==> src/rtl/dec_func_seq.sv <==
`default_nettype none
// ============================================================================
// Module      : dec_func_seq
// Description : Registered N-to-2^N one-hot decoder with N_FUNC programmable
//               sum-of-minterm function outputs and a built-in sweep engine
//               that walks every select code with a programmable dwell.
// Revision    : 1.0 - initial release
// ============================================================================
module dec_func_seq #(
  parameter int N_SEL       = 3,
  parameter int N_FUNC      = 3,
  parameter int SWEEP_DWELL = 4,
  localparam int NLINES     = 1 << N_SEL,
  localparam int IDX_W      = (N_FUNC > 1) ? $clog2(N_FUNC) : 1
) (
  input  logic              clk,
  input  logic              rst,
  input  logic              en_i,
  input  logic              sel_valid_i,
  input  logic [N_SEL-1:0]  sel_i,
  input  logic              cfg_we_i,
  input  logic [IDX_W-1:0]  cfg_idx_i,
  input  logic [NLINES-1:0] cfg_mask_i,
  input  logic              sweep_start_i,
  output logic              busy_o,
  output logic [NLINES-1:0] dec_out_o,
  output logic              dec_valid_o,
  output logic [N_FUNC-1:0] f_out_o,
  output logic              sweep_done_o
);

  localparam int DW_W = (SWEEP_DWELL > 1) ? $clog2(SWEEP_DWELL) : 1;

  typedef enum logic [1:0] {
    ST_IDLE  = 2'd0,
    ST_SWEEP = 2'd1,
    ST_DONE  = 2'd2
  } state_t;

  state_t              state_q;
  logic [NLINES-1:0]   mask_q [N_FUNC];
  logic [N_SEL:0]      code_q;       // one extra bit so the terminal compare cannot wrap
  logic [DW_W-1:0]     dwell_q;
  logic [NLINES-1:0]   dec_out_q;
  logic [N_FUNC-1:0]   f_out_q;
  logic                dec_valid_q;
  logic                busy_q;
  logic                sweep_done_q;

  logic [N_SEL:0]      code_inc_d;
  logic [N_SEL-1:0]    cap_code_d;
  logic [NLINES-1:0]   cap_oh_d;
  logic [N_FUNC-1:0]   cap_f_d;
  logic                dwell_last_d;
  logic                code_last_d;
  logic                cfg_hit_d;

  assign code_inc_d   = code_q + (N_SEL+1)'(1);
  assign dwell_last_d = (dwell_q == DW_W'(SWEEP_DWELL - 1));
  assign code_last_d  = (code_q == (N_SEL+1)'(NLINES - 1));
  assign cfg_hit_d    = cfg_we_i && ({1'b0, cfg_idx_i} < (IDX_W+1)'(N_FUNC));

  // Select the code that would be captured at this edge: sweep start loads
  // code 0, a sweep step loads the next code, otherwise the external select.
  always_comb begin
    cap_code_d = sel_i;
    if (state_q == ST_IDLE && sweep_start_i) begin
      cap_code_d = '0;
    end else if (state_q == ST_SWEEP) begin
      cap_code_d = code_inc_d[N_SEL-1:0];
    end
  end

  assign cap_oh_d = NLINES'(1) << cap_code_d;

  // Each function is the OR of the decoded minterms its mask selects; masks
  // are the pre-edge values so a same-cycle write only affects later captures.
  always_comb begin
    cap_f_d = '0;
    for (int i = 0; i < N_FUNC; i++) begin
      cap_f_d[i] = |(mask_q[i] & cap_oh_d);
    end
  end

  // Mask registers, sweep FSM and all registered outputs.
  always_ff @(posedge clk or posedge rst) begin
    if (rst) begin
      state_q      <= ST_IDLE;
      for (int i = 0; i < N_FUNC; i++) begin
        mask_q[i] <= '0;
      end
      code_q       <= '0;
      dwell_q      <= '0;
      dec_out_q    <= '0;
      f_out_q      <= '0;
      dec_valid_q  <= 1'b0;
      busy_q       <= 1'b0;
      sweep_done_q <= 1'b0;
    end else if (en_i) begin
      if (cfg_hit_d) begin
        mask_q[cfg_idx_i] <= cfg_mask_i;
      end
      case (state_q)
        ST_IDLE: begin
          sweep_done_q <= 1'b0;
          if (sweep_start_i) begin
            state_q     <= ST_SWEEP;
            code_q      <= '0;
            dwell_q     <= '0;
            dec_out_q   <= cap_oh_d;
            f_out_q     <= cap_f_d;
            dec_valid_q <= 1'b1;
            busy_q      <= 1'b1;
          end else if (sel_valid_i) begin
            dec_out_q   <= cap_oh_d;
            f_out_q     <= cap_f_d;
            dec_valid_q <= 1'b1;
          end else begin
            dec_valid_q <= 1'b0;
          end
        end
        ST_SWEEP: begin
          if (dwell_last_d) begin
            dwell_q <= '0;
            if (code_last_d) begin
              // Last dwell of the final code: outputs keep the final code.
              state_q      <= ST_DONE;
              dec_valid_q  <= 1'b0;
              sweep_done_q <= 1'b1;
            end else begin
              code_q      <= code_inc_d;
              dec_out_q   <= cap_oh_d;
              f_out_q     <= cap_f_d;
              dec_valid_q <= 1'b1;
            end
          end else begin
            dwell_q <= dwell_q + DW_W'(1);
          end
        end
        ST_DONE: begin
          state_q      <= ST_IDLE;
          sweep_done_q <= 1'b0;
          busy_q       <= 1'b0;
          dec_valid_q  <= 1'b0;
        end
        default: begin
          state_q      <= ST_IDLE;
          busy_q       <= 1'b0;
          sweep_done_q <= 1'b0;
          dec_valid_q  <= 1'b0;
        end
      endcase
    end
  end

  assign busy_o       = busy_q;
  assign dec_out_o    = dec_out_q;
  assign dec_valid_o  = dec_valid_q;
  assign f_out_o      = f_out_q;
  assign sweep_done_o = sweep_done_q;

endmodule
`default_nettype wire

==> config.mk <==
export PLATFORM = sky130hd
export DESIGN_NAME = dec_func_seq
export DESIGN_NICKNAME = d
export VERILOG_FILES = /design/src/rtl/dec_func_seq.sv
export SDC_FILE = /design/constraint.sdc
export NUM_CORES = 1
export LEC_CHECK = 0
export ABC_AREA = 0
export ABC_CLOCK_PERIOD_IN_PS = 2800
export CAP_MARGIN = 10
export CORE_MARGIN = 3
export CORE_UTILIZATION = 53
export DETAILED_ROUTE_END_ITERATION = 12
export GPL_ROUTABILITY_DRIVEN = 0
export PLACE_DENSITY = 0.78
export SLEW_MARGIN = 20
export SYNTH_ARGS = -nofsm -noshare
export SYNTH_HDL_FRONTEND = slang
export SYNTH_SLANG_ARGS = --single-unit
export TNS_END_PERCENT = 10
==> constraint.sdc <==
create_clock -name clk -period 2.8 [get_ports clk]
set_input_delay 0.84 -clock clk [delete_from_list [all_inputs] [get_ports clk]]
set_output_delay 0.84 -clock clk [all_outputs]
set_load 0.05 [all_outputs]
Yosys cells after proc, flatten, opt, wreduce, memory -nomap -nowiden
Cells that the tools add are included.
Widths: inputs -> output; s select.
- flip-flop bits (word level): 46
- output and inout port bits: 14
- logic and storage cells: 82
- $add $sub $neg: 2
- magnitude comparators: 3
- equality and inequality tests: 8
- shift-type cells: 1
- muxes and demuxes: 36
- bitwise operators: 5
- reduce and logical (&&, ||, !) cells: 16
- operator list (kind ; count):
    $mux 8 ; 5
    $and 8x8->8 ; 3
    $bwmux 24 ; 1
    $reduce_or 8->1 ; 3
    $mux 3 ; 6
    $demux 8 s2 ; 1
    $pmux 8 s2 ; 1
    $mux 4 ; 3
    $mux 2 ; 5
    $reduce_and 5->1 ; 2
    $reduce_and 3->1 ; 3
    $mux 1 ; 8
    $ne 2x2->1 const B ; 4
    $pmux 2 s2 ; 2
    $pmux 4 s2 ; 1
    $shl 1x3->8 const A ; 1
    $pmux 3 s2 ; 1
    $add 4x1->4 const B ; 1
    $eq 4x3->1 const B ; 1
    $pmux 1 s2 ; 2
    $reduce_and 2->1 ; 2
    $reduce_and 4->1 ; 1
    $ge 3x3->1 const B ; 1
    $logic_and 1x1->1 ; 3
    10 further kinds ; 10

Longest topological paths before layout
- depth after elaboration: 9
- mapped depth: 7

Least setup slack after synthesis
OpenSTA, ideal clock, no wires.
- path kind: input to register
- start: input en_i
- end: register mask_q[16] (netlist name)
- library setup time: 0.125 ns
- arrival: 1.941 ns
- required time: 2.675 ns
- path slack: 0.734 ns
- cell stages on the path: 4
- buffers on the path: 1
- cells stage by stage: clkbuf_1 -> nand2_1 -> nor3_2 -> mux2_2
- longest elaborated chain between the ends: 1
- RTL lines (what ; line ; RTL):
    start: declaration ; 18 ; input logic en_i,
    $reduce_and 2->1 (no line) ; n/a ;
    end signal: indexed assignment ; 101 ; mask_q[cfg_idx_i] <= cfg_mask_i;
    end: declaration ; 41 ; logic [NLINES-1:0] mask_q [N_FUNC];
No other way between the ends.
A chain may end at the register's enable or synchronous reset.

Worst setup path in the final report
- start: input sel_i[2]
- end: register f_out_q[1] (netlist: f_out_o[1])
- longest elaborated chain between the ends: 8
- elaborated cells on any way between the ends: 10
- RTL lines (what ; line ; RTL):
    start: declaration ; 20 ; input logic [N_SEL-1:0] sel_i,
    $mux 3 * ; 69 ; end else if (state_q == ST_SWEEP) begin
    $mux 3 * ; 67 ; if (state_q == ST_IDLE && sweep_start_i) begin
    $shl 1x3->8 * ; 74 ; assign cap_oh_d = NLINES'(1) << cap_code_d;
    $and 8x8->8 * ; 81 ; cap_f_d[i] = |(mask_q[i] & cap_oh_d);
    $reduce_or 8->1 * ; 81 ;
    $mux 3 (on tied branches) ; 125, 114 ;
    $mux 3 (on tied branches) ; 123, 106 ;
    $pmux 3 s2 * ; 103 ; case (state_q)
    end signal: assignment ; 111 ; f_out_q <= cap_f_d;
    end signal: assignment ; 116 ; f_out_q <= cap_f_d;
    end signal: assignment ; 133 ; f_out_q <= cap_f_d;
    end: declaration ; 45 ; logic [N_FUNC-1:0] f_out_q;
Mark *: on every way between the ends. The rest lies on a longest branch, timed or not. The select of a mux whose other input is x is not followed.

==> reports/summary.log <==
qor: global_routing.use_met1 28.13%
qor: synth.synthTopCellsByArea dfrtp_1, mux2_2, nand2_1
qor: setup_path.endpoint_kind flip-flop
qor: detailed_routing.via_count 1,601
qor: timing.skew 0.01140 ns
qor: cells_and_area.final_core_utilization 70.31%
qor: clock_tree.path_clk_slew 0.09 ns
qor: pwr.power.ir.vdd_worst 634.3 uV
qor: setup_path.max_stage_delay 0.51 ns
qor: setup_path.worstPathBufferInverterCount 2
qor: synth.yosysTopAreaCellShare 52.33%
qor: cells_and_area.layout_common_cells dfrtp_1, clkdlybuf4s50_1, mux2_2
qor: setup_path.r2r.worst_path.cells 6
qor: placement.place.detailed.instances 268
qor: timing.fin_worst_hold_slack 0.4691 ns
qor: run_status.status complete, no violations
qor: synth.postSynthNetCount 210
qor: clock_tree.hold_buffer_count_at_cts 0
qor: timing.final_critical_path_setup_slack 0.3326 ns
qor: detailed_routing.drtPass1Iterations 4
qor: timing.clock.fmax 405.3 MHz
qor: global_routing.grtUsageMet2 33.89%
qor: cells_and_area.design.final.nets 248
qor: detailed_routing.drt_drc_violations_left 0
qor: cells_and_area.instances_no_fill 276
qor: detailed_routing.wirelength 4.714 mm
qor: timing.drv_slew 0
qor: detailed_routing.drtAntennaViolNets 0
qor: global_routing.grt_first_pass_wirelength 8.079 mm
qor: timing.slew_at_the_pin_closest_to_its_max_slew_limit 0.8455 ns
qor: timing.grt_setup_unrepaired false
qor: clock_tree.cts-resized-gates 0
qor: pwr.internal_power 1.650 mW
qor: die.core.rowCount 22
qor: cells_and_area.layout-drive-gt1-share 20.18%
qor: synth.post_synth_inst_count 189
qor: placement.dp_hpwl 3.567 mm
qor: synth.asyncSetResetFlopFracSynth 100.0%
qor: setup_path.worstPathCellList clkdlybuf4s50_1, inv_1, mux2i_1, mux2_1, a221oi_1, a31oi_1
qor: pwr.sequentialPowerShare 35.5%
qor: global_routing.antenna_found_initial 0
qor: die.design.portCount 33
qor: timing.max_slew_margin 43.57%
qor: pwr.netSwitchingPower 1.208 mW
qor: pwr.p_per_area 1062 nW/um^2
qor: pwr.power_switching_share 42.28%
qor: global_routing.grt_overflow 0
qor: setup_path.setup.worst_path.start sel_i[2]
qor: hold_path.hold_path.class flip-flop to flip-flop
qor: synth.netlist_area 2200 um^2
qor: placement.post_dp_cell_area 2595 um^2
qor: placement.post-place-ws 0.02350 ns
qor: setup_path.setup.worst_path.end f_out_o[1]
qor: clock_tree.clock_sink_count 46
qor: global_routing.first_global_vias 1,664
qor: timing.period_needed 2.467 ns
qor: setup_path.timing.setup.critical_path_class input port to flip-flop
qor: setup_path.timing.critical_path.arrival 2.65 ns
qor: setup_path.path_max_fanout 4
qor: die.die_w 70.42 um
qor: setup_path.crit-reg2reg-capture f_out_o[1]
qor: setup_path.kind_of_cell_adding_the_most_delay_to_the_critical_path multiplexers
qor: timing.final-hold-violation-count 0
qor: synth.syn-mean-instance-area 11.64 um^2
qor: die.die-height 70.42 um
qor: cells_and_area.fill_cells 273
qor: timing.min_period_over_period 88.12%
qor: cells_and_area.areaGrowthSynthToFinish 22.30%
qor: clock_tree.clk_root_buffer_cell clkbuf_8
qor: global_routing.met3_usage 5.468%
qor: synth.ys_seq_area_share 52.33%
qor: clock_tree.cts_buffers 5
qor: global_routing.grt_util_all_layers 20.95%
qor: clock_tree.clock_path_buffers 2
qor: clock_tree.cts.htree.levels 2
qor: synth.ys_ff_latch 46
qor: detailed_routing.route.detailed.wl_per_inst 17.08 um
qor: setup_path.rr_startpoint code_q[0]
qor: die.floorplan.initialDensity 57.49%
qor: synth.synth.distinct_cells 41
qor: die.design.die.area 4959 um^2
qor: die.floorplan.core_area 3826 um^2
qor: clock_tree.clock_tree_from_tritoncts yes
qor: setup_path.critPathLaunchType input port
qor: setup_path.worst-r2r-setup-slack 0.55 ns
qor: setup_path.critical_path_required 2.99 ns
qor: synth.yosys_most_used_dff dfrtp_1
qor: pwr.leakagePower 1.149 nW
qor: cells_and_area.num_antenna_cells 0
qor: synth.netlist.top_cell.by_area dfrtp_1
qor: pwr.power 2.858 mW
qor: detailed_routing.drt-initial-drc-count 139
qor: pwr.power_frac_comb 49.7%
qor: pwr.power_frac_clock 14.8%
qor: global_routing.grt_start_max_net_pins 28
qor: synth.yosysWarningCount 0
qor: setup_path.crit_path_top_delay_cell clkdlybuf4s50_1
qor: placement.io_buffers 32
qor: timing.report.final.setup_viol 0
qor: cells_and_area.post-route-cell-area 2690 um^2
qor: global_routing.grt_most_used_layer met2
qor: clock_tree.clk_latency 0.31 ns
qor: setup_path.worst-path-stages 6
qor: job.cap_violations 0
qor: timing.fin_setup_tns 0 ns
qor: cells_and_area.final_common_cell dfrtp_1
qor: detailed_routing.via_per_inst 5.801
qor: synth.synth_enable_flop_cells 0
qor: clock_tree.postCtsSetupRepairBufs 0
-- cell usage after synthesis, drive strengths merged, types with 2 or more instances --
library cell and count:
nand3 3, o21ai 11, a21o 5, nand2 23, a32o 2, clkbuf 3, a31oi 3, nand2b 4
a221oi 3, buf 2, dfrtp 46, a21oi 7, mux2 32, nor2b 3, o2bb2ai 2, nor2 10
mux2i 2, nor3 2, a22oi 3, a22o 2, inv 3, nor3b 2, o21a 3, ha 2
-- cells by family after synthesis --
group / synth area share, %
compound gates: 14.68
buf+inv: 1.763
xor+xnor: 0.3983
mux: 17.63
fa+ha+maj: 1.137
flops: 52.33
simple gates: 12.06
-- worst min path at each step --
| stage | to | slack [ns] | depth (start not counted) | from |
|---|---|---|---|---|
| 3_3_place_gp | dec_out_o[7] | 0.45 | 2 | dec_out_o[7] |
| 4_1_cts | dec_out_o[7] | 0.48 | 2 | dec_out_o[7] |
| 2_1_floorplan | dwell_q[1] | 0.47 | 1 | dwell_q[1] |
| 5_1_grt | dec_out_o[4] | 0.50 | 2 | dec_out_o[4] |
| 3_5_place_dp | dec_out_o[7] | 0.46 | 2 | dec_out_o[7] |
| 6_report | dec_out_o[7] | 0.47 | 2 | dec_out_o[7] |
-- routing by layer --
metal | wire length, um | vias up
met5 | 0 | -
met2 | 2289 | 55
met4 | 49 | 0
met3 | 270 | 7
li1 | - | 759
met1 | 2104 | 780
-- worst reg2reg max path: stages, from the launching register on --
cell	delay (ns)
dfrtp_1	0.44
ha_1	0.27
xnor2_1	0.35
mux2i_1	0.26
mux2_1	0.37
a221oi_1	0.32
a31oi_1	0.13
-- state kept, by name (all words and copies together), names as in the netlist --
register / count
state_q: 2
dec_valid_o: 1
busy_o: 1
code_q: 4
mask_q: 24
sweep_done_o: 1
f_out_o: 3
dwell_q: 2
dec_out_o: 8
-- power by group through the flow --
stage	Sequential [mW]	Combinational, mW	Clock, mW
floorplan	1.24	0.807	0
global placement	1.01	1.37	0
detailed placement	1.03	1.40	0
CTS	1.02	1.42	0.423
global route	1.05	1.55	0.457
finish	1.02	1.42	0.422
-- final cells by class --
| type | instances | area, um^2 | share of cell area (%) |
|---|---|---|---|
| flip-flops and latches | 46 | 1151 | 42.79 |
| multi-input cells | 135 | 1010 | 37.53 |
| repair buffers | 36 | 362.8 | 13.49 |
| clock buffers | 6 | 82.58 | 3.070 |
| well taps | 48 | 60.06 | 2.233 |
| clock inverters | 2 | 12.51 | 0.4651 |
| inverters | 3 | 11.26 | 0.4186 |
Note: power is estimated with default switching activity, not from simulation.
